<file path="config.mk">
export PLATFORM = sky130hd
export DESIGN_NAME = traffic_remote_console
export DESIGN_NICKNAME = d
export VERILOG_FILES = /design/src/rtl/traffic_remote_console.sv
export SDC_FILE = /design/constraint.sdc
export NUM_CORES = 1
export LEC_CHECK = 0
export BUFFER_PORTS_ARGS = -buffer_cell sky130_fd_sc_hd__buf_2
export CELL_PAD_IN_SITES_DETAIL_PLACEMENT = 1
export CELL_PAD_IN_SITES_GLOBAL_PLACEMENT = 1
export CORE_AREA = 3 3 120 122
export DETAILED_ROUTE_END_ITERATION = 12
export DIE_AREA = 0 0 123 125
export GPL_TIMING_DRIVEN = 0
export PLACE_DENSITY = 0.55
export SLEW_MARGIN = 20
export SYNTH_ARGS = -nofsm -noshare
export SYNTH_HDL_FRONTEND = slang
export SYNTH_SLANG_ARGS = --single-unit
</file>
<file path="constraint.sdc">
create_clock -name clk -period 1.9 [get_ports clk]
set_clock_uncertainty 0.1 [all_clocks]
set_input_delay 0.285 -clock clk [delete_from_list [all_inputs] [get_ports clk]]
set_output_delay 0.285 -clock clk [all_outputs]
set_load 0.005 [all_outputs]
</file>
<file path="src/rtl/traffic_remote_console.sv">
// traffic_remote_console
// Far-end console for the traffic light controller UART link. Sits between a
// uart_rx / uart_tx byte pair: parses two-byte telemetry frames (status char +
// ASCII timer digit), runs a link watchdog, and sends single-byte commands that
// are confirmed by watching later telemetry frames.
// Build option: define CMD_RETRY_EN to resend an unconfirmed command up to
// RESEND_LIMIT total attempts; without it the first unconfirmed attempt fails.

module traffic_remote_console #(
    parameter int CLK_HZ         = 50_000_000,
    parameter int LINK_TIMEOUT_S = 3,
    parameter int CONFIRM_FRAMES = 2,
    parameter int RESEND_LIMIT   = 3
) (
    input  logic       clk,
    input  logic       rst_n,
    input  logic [7:0] rx_data,
    input  logic       rx_done,
    input  logic       tx_busy,
    output logic [7:0] tx_data,
    output logic       tx_start,
    input  logic       cmd_req,
    input  logic [2:0] cmd_sel,
    output logic       cmd_pending,
    output logic       cmd_ok,
    output logic       cmd_fail,
    output logic [7:0] remote_status,
    output logic [3:0] remote_timer,
    output logic       frame_valid,
    output logic       link_up,
    output logic [7:0] proto_err
);

    // Last watchdog count value; reaching it without a commit drops the link.
    localparam logic [31:0] WD_LAST = 32'(LINK_TIMEOUT_S * CLK_HZ - 1);
    localparam int FC_W = $clog2(CONFIRM_FRAMES + 1);
    // Attempt counter is sized for the largest retry budget in either build.
    localparam int AT_W = $clog2(RESEND_LIMIT + 1);

`ifdef CMD_RETRY_EN
    localparam int MAX_ATTEMPTS = RESEND_LIMIT;
`else
    localparam int MAX_ATTEMPTS = 1;
`endif

    typedef enum logic {
        P_WAIT_STATUS = 1'b0,
        P_WAIT_DIGIT  = 1'b1
    } p_state_t;

    typedef enum logic [2:0] {
        T_IDLE      = 3'd0,
        T_SEND      = 3'd1,
        T_WAIT_BUSY = 3'd2,
        T_WAIT_DONE = 3'd3,
        T_CONFIRM   = 3'd4
    } t_state_t;

    function automatic logic is_status(input logic [7:0] b);
        case (b)
            8'h43, 8'h4E, 8'h53, 8'h45, 8'h57: is_status = 1'b1;
            default:                           is_status = 1'b0;
        endcase
    endfunction

    function automatic logic is_digit(input logic [7:0] b);
        is_digit = (b >= 8'h30) && (b <= 8'h39);
    endfunction

    function automatic logic [7:0] cmd_char(input logic [2:0] sel);
        case (sel)
            3'd0:    cmd_char = 8'h43;
            3'd1:    cmd_char = 8'h4E;
            3'd2:    cmd_char = 8'h53;
            3'd3:    cmd_char = 8'h45;
            3'd4:    cmd_char = 8'h57;
            default: cmd_char = 8'h43;
        endcase
    endfunction

    // ---------------- frame parser ----------------
    p_state_t    p_state_r, p_state_s;
    logic [7:0]  status_hold_r, status_hold_s;
    logic        commit_s;
    logic        perr_inc_s;
    logic [7:0]  remote_status_r;
    logic [3:0]  remote_timer_r;
    logic        frame_valid_r;
    logic [7:0]  proto_err_r;

    // Parser next-state: classify the received byte against the expected field.
    always_comb begin
        p_state_s     = p_state_r;
        status_hold_s = status_hold_r;
        commit_s      = 1'b0;
        perr_inc_s    = 1'b0;
        if (rx_done) begin
            case (p_state_r)
                P_WAIT_STATUS: begin
                    if (is_status(rx_data)) begin
                        status_hold_s = rx_data;
                        p_state_s     = P_WAIT_DIGIT;
                    end else begin
                        perr_inc_s = 1'b1;
                    end
                end
                P_WAIT_DIGIT: begin
                    if (is_digit(rx_data)) begin
                        commit_s  = 1'b1;
                        p_state_s = P_WAIT_STATUS;
                    end else if (is_status(rx_data)) begin
                        // A fresh status byte resyncs onto a new frame.
                        perr_inc_s    = 1'b1;
                        status_hold_s = rx_data;
                    end else begin
                        perr_inc_s = 1'b1;
                        p_state_s  = P_WAIT_STATUS;
                    end
                end
                default: begin
                    p_state_s = P_WAIT_STATUS;
                end
            endcase
        end else begin
            p_state_s = p_state_r;
        end
    end

    // Parser registers, committed telemetry and saturating error count.
    always_ff @(posedge clk) begin
        if (!rst_n) begin
            p_state_r       <= P_WAIT_STATUS;
            status_hold_r   <= 8'h00;
            remote_status_r <= 8'h43;
            remote_timer_r  <= 4'h0;
            frame_valid_r   <= 1'b0;
            proto_err_r     <= 8'h00;
        end else begin
            p_state_r     <= p_state_s;
            status_hold_r <= status_hold_s;
            frame_valid_r <= commit_s;
            if (commit_s) begin
                remote_status_r <= status_hold_r;
                // For 0x30-0x39 the low nibble equals rx_data - 0x30.
                remote_timer_r  <= rx_data[3:0];
            end
            if (perr_inc_s && (proto_err_r != 8'hFF)) begin
                proto_err_r <= proto_err_r + 8'd1;
            end
        end
    end

    // ---------------- link watchdog ----------------
    logic [31:0] wd_cnt_r;
    logic        link_up_r;
    logic        wd_expire_s;

    // True on the cycle whose clock edge drops link_up.
    assign wd_expire_s = link_up_r && !commit_s && (wd_cnt_r == WD_LAST);

    // Watchdog: restart on every frame commit, hold once the window expires.
    always_ff @(posedge clk) begin
        if (!rst_n) begin
            wd_cnt_r  <= 32'd0;
            link_up_r <= 1'b0;
        end else if (commit_s) begin
            wd_cnt_r  <= 32'd0;
            link_up_r <= 1'b1;
        end else if (wd_cnt_r == WD_LAST) begin
            link_up_r <= 1'b0;
        end else begin
            wd_cnt_r <= wd_cnt_r + 32'd1;
        end
    end

    // ---------------- command transmit / confirm ----------------
    t_state_t          t_state_r, t_state_s;
    logic [7:0]        code_r, code_s;
    logic [AT_W-1:0]   attempt_r, attempt_s;
    logic [FC_W-1:0]   fcnt_r, fcnt_s;
    logic              cmd_pending_r, cmd_pending_s;
    logic [7:0]        tx_data_r, tx_data_s;
    logic              tx_start_r, tx_start_s;
    logic              cmd_ok_r, cmd_ok_s;
    logic              cmd_fail_r, cmd_fail_s;

    // Command FSM next-state; a link loss aborts any in-flight command first.
    always_comb begin
        t_state_s     = t_state_r;
        code_s        = code_r;
        attempt_s     = attempt_r;
        fcnt_s        = fcnt_r;
        cmd_pending_s = cmd_pending_r;
        tx_data_s     = tx_data_r;
        tx_start_s    = 1'b0;
        cmd_ok_s      = 1'b0;
        cmd_fail_s    = 1'b0;
        if (wd_expire_s && cmd_pending_r) begin
            cmd_fail_s    = 1'b1;
            cmd_pending_s = 1'b0;
            t_state_s     = T_IDLE;
        end else begin
            case (t_state_r)
                T_IDLE: begin
                    if (cmd_req) begin
                        if (cmd_sel <= 3'd4) begin
                            code_s        = cmd_char(cmd_sel);
                            cmd_pending_s = 1'b1;
                            attempt_s     = AT_W'(1);
                            t_state_s     = T_SEND;
                        end else begin
                            cmd_fail_s = 1'b1;
                        end
                    end else begin
                        t_state_s = T_IDLE;
                    end
                end
                T_SEND: begin
                    if (!tx_busy) begin
                        tx_data_s  = code_r;
                        tx_start_s = 1'b1;
                        t_state_s  = T_WAIT_BUSY;
                    end else begin
                        t_state_s = T_SEND;
                    end
                end
                T_WAIT_BUSY: begin
                    if (tx_busy) begin
                        t_state_s = T_WAIT_DONE;
                    end else begin
                        t_state_s = T_WAIT_BUSY;
                    end
                end
                T_WAIT_DONE: begin
                    if (!tx_busy) begin
                        fcnt_s    = '0;
                        t_state_s = T_CONFIRM;
                    end else begin
                        t_state_s = T_WAIT_DONE;
                    end
                end
                T_CONFIRM: begin
                    if (frame_valid_r) begin
                        if (remote_status_r == code_r) begin
                            cmd_ok_s      = 1'b1;
                            cmd_pending_s = 1'b0;
                            t_state_s     = T_IDLE;
                        end else if ((fcnt_r + FC_W'(1)) == FC_W'(CONFIRM_FRAMES)) begin
                            if (attempt_r < AT_W'(MAX_ATTEMPTS)) begin
                                attempt_s = attempt_r + AT_W'(1);
                                fcnt_s    = '0;
                                t_state_s = T_SEND;
                            end else begin
                                cmd_fail_s    = 1'b1;
                                cmd_pending_s = 1'b0;
                                t_state_s     = T_IDLE;
                            end
                        end else begin
                            fcnt_s = fcnt_r + FC_W'(1);
                        end
                    end else begin
                        t_state_s = T_CONFIRM;
                    end
                end
                default: begin
                    cmd_pending_s = 1'b0;
                    t_state_s     = T_IDLE;
                end
            endcase
        end
    end

    // Command FSM state and registered handshake outputs.
    always_ff @(posedge clk) begin
        if (!rst_n) begin
            t_state_r     <= T_IDLE;
            code_r        <= 8'h00;
            attempt_r     <= '0;
            fcnt_r        <= '0;
            cmd_pending_r <= 1'b0;
            tx_data_r     <= 8'h00;
            tx_start_r    <= 1'b0;
            cmd_ok_r      <= 1'b0;
            cmd_fail_r    <= 1'b0;
        end else begin
            t_state_r     <= t_state_s;
            code_r        <= code_s;
            attempt_r     <= attempt_s;
            fcnt_r        <= fcnt_s;
            cmd_pending_r <= cmd_pending_s;
            tx_data_r     <= tx_data_s;
            tx_start_r    <= tx_start_s;
            cmd_ok_r      <= cmd_ok_s;
            cmd_fail_r    <= cmd_fail_s;
        end
    end

    assign tx_data       = tx_data_r;
    assign tx_start      = tx_start_r;
    assign cmd_pending   = cmd_pending_r;
    assign cmd_ok        = cmd_ok_r;
    assign cmd_fail      = cmd_fail_r;
    assign remote_status = remote_status_r;
    assign remote_timer  = remote_timer_r;
    assign frame_valid   = frame_valid_r;
    assign link_up       = link_up_r;
    assign proto_err     = proto_err_r;

endmodule

</file>
; Word level (Yosys, flattened, before mapping)
; Index checks and enable logic that the tools add are counted.
[totals]
register_bits = 90
latchBits = 0
ramBits = 0
rom_bits = 0
inputBits = 16
output_inout_bits = 34
wordCells = 152
n_memories = 0
[op_classes]
addsub = 4
mul = 0
div = 0
magnitude_cmp = 4
n_eq_ne = 32
n_shift = 0
mux = 64
n_bitwise = 8
reduce_logical = 23
[ops]
columns = op, n
row1 = "== test 8 x 7 -> 1 bit, second input constant", 5
row2 = 2-to-1 mux 1 bit, 34
row3 = "adder 32 x 1 -> 32 bit, second input constant", 1
row4 = "== test 32 x 28 -> 1 bit, second input constant", 1
row5 = 2-to-1 mux 2 bit, 12
row6 = 2-to-1 mux 8 bit, 3
row7 = one-hot mux 5 bit (4 select lines), 1
row8 = 2-to-1 mux 3 bit, 6
row9 = "!= test 2 bit, second input constant", 9
row10 = one-hot mux 8 bit (2 select lines), 1
row11 = one-hot mux 3 bit (5 select lines), 1
row12 = "== test 3 x 2 -> 1 bit, second input constant", 4
row13 = "!= test 3 bit, second input constant", 4
row14 = AND reduction 6 bit, 2
row15 = "adder 8 x 1 -> 8 bit, second input constant", 1
row16 = == test 8 bit, 1
row17 = ">= comparator 8 x 6 -> 1 bit, second input constant", 1
row18 = "<= comparator 8 x 6 -> 1 bit, second input constant", 1
row19 = "!= test 8 bit, second input constant", 1
row20 = inverter 1 bit, 8
row21 = one-hot mux 2 bit (2 select lines), 2
row22 = AND reduction 4 bit, 2
row23 = AND reduction 8 bit, 1
row24 = "== test 3 x 1 -> 1 bit, second input constant", 2
row25 = other kinds (19), 31

; Depth between registers and ports, before layout
[logic_depth]
depth_word = 11
mapped_depth = 7
depth_no_buf = 7

; Least setup slack after synthesis
; OpenSTA, ideal clock, no wires.
[synth_timing]
path_kind = flip-flop to flip-flop
start = reg wd_cnt_r[0]
end = reg tx_data_r[0] (netlist: tx_data[0])
setup_time_ns = 0.072
arrival_ns = 1.850
t_required_ns = 1.728
setup_slack_ns = -0.122
path_stages_with_launch = 8
path_buffers = 1
synth_period_minus_slack_ns = 2.022
path_cell_list = dfxtp_1 > ha_1 > and2_1 > and2_1 > and4b_1 > buf_6 > nor4b_4 > mux2i_1
[synth_via]
elab_chain_len = 5
[synth_lines]
columns = item, line_no
row1 = start: declaration, 154  ; logic [31:0] wd_cnt_r;
row2 = start signal: assignment, 172  ; wd_cnt_r <= wd_cnt_r + 32'd1;
row3 = == test 32 x 28 -> 1 bit, 159  ; assign wd_expire_s = link_up_r && !commit_s && (wd_cnt_r == WD_LAST);
row4 = logical AND 1 bit, 159
row5 = logical AND 1 bit, 198  ; if (wd_expire_s && cmd_pending_r) begin
row6 = inverter 1 bit (no source line), --
row7 = AND reduction 3 bit (no source line), --
row8 = end signal: assignment, 291  ; tx_data_r <= tx_data_s;
row9 = end: declaration, 182  ; logic [7:0] tx_data_r, tx_data_s;
; Every way passes these cells.
; A chain may end at the register's enable or synchronous reset.

; Final worst setup path
[layout_timing]
start = reg p_state_r
end = reg tx_data_r[6] (netlist: tx_data[6])
[layout_via]
elab_chain_len = 8
[layout_lines]
columns = item, line_no
row1 = start: declaration, 82  ; p_state_t p_state_r, p_state_s;
row2 = start signal: assignment, 139  ; p_state_r <= p_state_s;
row3 = 2-to-1 mux 1 bit, 98  ; case (p_state_r)
row4 = 2-to-1 mux 1 bit, 97  ; if (rx_done) begin
row5 = logical NOT 1 bit, 159
row6 = logical AND 1 bit (2 in a row), 159
row7 = logical AND 1 bit, 198
row8 = inverter 1 bit (no source line), --
row9 = AND reduction 3 bit (no source line), --
; Every way passes these cells.

==> flow_summary.ini <==
[worst_hold_path]
hold_path.class = in -> reg
hold_path_depth = 3

[layout]
final-seq-area_um2 = 1740
multi_input_comb_area_um2 = 2380
layout-drive-gt1-share_pct = 26.9
antenna_cells_inserted = 0
finish.utilization_pct = 39.3
syn_to_final_growth_pct = 30.2
number_of_nets_in_the_layout = 545
total_of_fill_cells_in_the_finished_design = 1526

[sta]
rsz0062_at_grt = true
final_max_slew_viol_count = 0
fmax_ghz = 0.481
finalHoldViolCount = 0
report.final.setup_viol = 34
slew-limit-headroom_pct = 54.2
transition_time_at_the_pin_with_the_least_slew_margin_ns = 0.687
post-route-min-period_ns = 2.08
setup_slack_ns = -0.181
final_min_period_over_clock_period_pct = 110

[global_route]
antenna_found_initial = 0
gr-total-overflow = 0
grt_pass1_wl_mm = 19.0
global_route.usage.total_pct = 15.6
grt_pass1_vias = 3623
grt_start_max_net_pins = 17

[placed_design]
post-dp-hpwl_mm = 7.79
placement.io_buffers = 46
place.gp.congestion = 0.789
pre_cts_slack_ns = -0.700

[synthesis]
yosys_register_bits = 86
synth.yosys.seq_area_share_pct = 42.9
synth_area_leaders = dfxtp_1, mux2i_1, xnor2_1, nor2_1, nand2_1
most_frequently_used_flop_master_after_synthesis = dfxtp_1
synth_largest_area_cell = dfxtp_1
synthesis.area_um2 = 4010
synth_enable_flop_cells = 0
postSynth.asyncResetShare_pct = 0
netlist.area_leader.share_pct = 42.9
yosysWarningCount = 0
synthesis.instances = 448
ys_types = 57
syn-mean-instance-area_um2 = 8.95

[floorplan]
die_span_in_x_um = 123
rows = 42
die_area_um2 = 15400
die_height_um = 125
core_region_area_um2 = 13300
initial_utilization_pct = 30.2
pin_count = 50

[routing]
via_count = 3590
detail-route-antenna-nets = 0
drc_errors = 0
drt-wirelength-per-cell_um = 16.0
drtPass1Iterations = 4
drt_iter0_markers = 119
detail_route.wirelength_mm = 11.3
avgViaCountPerCell = 5.08

[setup_path]
worstSetupPathType = reg -> reg
crit_path_top_delay_cell = o41ai_4
cp_data_required_time_ns = 2.08
crit_path_end_kind = flop
crit_path_start_kind = flop
largest_stage_delay_worst_path_ns = 0.43
cpMostUsedCell = buf_6
crit_path_cell_trace = nand4b_4 -> o41ai_4 -> and4b_1 -> buf_6 -> nor4b_4 -> buf_6 -> mux2i_1
worst-endpoint-arrival_ns = 2.26
worst-r2r-cell-count = 7
path_max_fanout = 7

[clocking]
cts_inserted_buffers = 9
clock_tree.htree_level_count = 3
cts_hold_buffers = 0
ctsLongestPathBuffers = 2
cts_tree = done
clkSlewWorstSetupHoldPaths_ns = 0.07
cts_root_buf = clkbuf_16
worstSkewPairLatency_ns = 0.35
cts_sinks = 86

[power]
power.leakage_nw = 1.96
pwr_cell_area_nw_per_um2 = 771
ir_drop_mv = 0.446

[run]
cap_violations = 0

[outcome]
outcome = finished with violations
violations_in_the_final_reports = negative setup slack
[placed cells by master, fill, tap and decap left out, drive strengths merged, types with 3 or more instances in the layout]
master	instances
o21a	3
o21ai	18
o211a	5
and2	7
nand2b	6
buf	78
nor2	50
nand4b	3
nand4	9
a31oi	3
clkinvlp	3
nor4	13
mux2i	32
o31ai	4
nor4b	3
inv	11
nand3	12
clkbuf	20
nand2	35
nor2b	3
nor3b	7
xnor2	25
or4	4
ha	3
and4	6
dfxtp	86
and3	5
or3	14
nor3	13
a21oi	21
[critical path, delay by kind of cell, from the launching register on]
kind,cells,cell delay (ns)
AO/OA/AOI/OAI,1,0.43
flip-flops,1,0.37
buffers and inverters,2,0.32
multiplexers,1,0.18
AND/OR/NAND/NOR,3,0.61
[state kept, by name (all words and copies together) (netlist names)]
register	count
cmd_fail	1
cmd_pending	1
tx_data	6
code_r	6
status_hold_r	8
link_up	1
remote_timer	4
tx_start	1
frame_valid	1
t_state_r	3
cmd_ok	1
p_state_r	1
remote_status	8
attempt_r	2
wd_cnt_r	32
proto_err	8
fcnt_r	2
[final timing paths]
path | start | slack, ns | to
max | p_state_r | -0.18 | tx_data[6]
min | rx_data[0] | 0.13 | remote_timer[0]
max reg2reg | p_state_r | -0.18 | tx_data[6]
min reg2reg | tx_data[0] | 0.36 | tx_data[0]
[where the power goes]
part           internal [W]  switching (W)  leakage (nW)
clock network       0.00103       0.000809         0.143
logic              0.000135       0.000174          1.12
registers           0.00184      0.0000360         0.699
[kinds of logic (layout without fill, tap and decap cells)]
logic type	count (synthesis)	after routing	synth area share, %
AO/OA/AOI/OAI	63	63	9.96
XOR/XNOR	27	27	5.90
adder cells (fa/ha/maj)	3	3	0.936
buffers and inverters	33	115	3.53
flip-flops	86	86	42.9
multiplexers	33	33	8.27
other	1	2	0.0935
AND/OR/NAND/NOR	202	202	28.4
[Yosys cell counts (3+ instances only)]
cell and number:
a21oi_1 21, a31oi_1 3, and2_1 7, and3_1 5, and4_1 6, clkbuf_1 16
dfxtp_1 86, ha_1 3, inv_1 9, mux2i_1 32, nand2_1 35, nand2b_1 6
nand3_1 12, nand4_1 9, nor2_1 49, nor2b_1 3, nor3_1 13, nor3b_1 7
nor4_1 11, o211a_1 5, o21a_1 3, o21ai_0 17, o31ai_1 4, or3_1 14
or4_1 4, xnor2_1 25
[metrics by stage]
step	std cells	total power, W	setup TNS (ns)	cell area, um^2	hold slack [ns]
6_report	707	0.00402	-3.07	5220	0.131
5_1_grt	707	0.00421	-6.87	5220	0.151
4_1_cts	700	0.00409	-3.40	5060	0.116
3_5_place_dp	671	0.00220	-32.58	4490	0.350
3_3_place_gp	671	0.00219	-32.01	4490	0.340
2_1_floorplan	449	0.00210	-0.332	4040	0.324
[repair_timing]
| item | CTS | global route |
|---|---|---|
| resized for setup | 47 | 34 |
| cloned | 2 | 0 |
| endpoints found under the setup margin | 73 | 62 |
| pin swaps | 11 | 11 |
| buffers inserted | 11 | 9 |
[routing by layer]
metal / global-route usage, % / part of all wire, %
met5: 0 / 0
met4: 6.06 / 1.4
met3: 3.21 / 2.6
met2: 24.2 / 48
met1: 21.2 / 48
[layout make-up]
cell class / instances / share of cell area [%]
inverters: 10 / 0.791
flip-flops and latches: 86 / 33.3
clock buffers: 9 / 4.31
clock inverters: 7 / 1.53
repair buffers: 67 / 7.65
plain buffers: 22 / 2.68
multi-input cells: 330 / 45.5
well taps: 176 / 4.22
(Power assumes the default switching activity.)
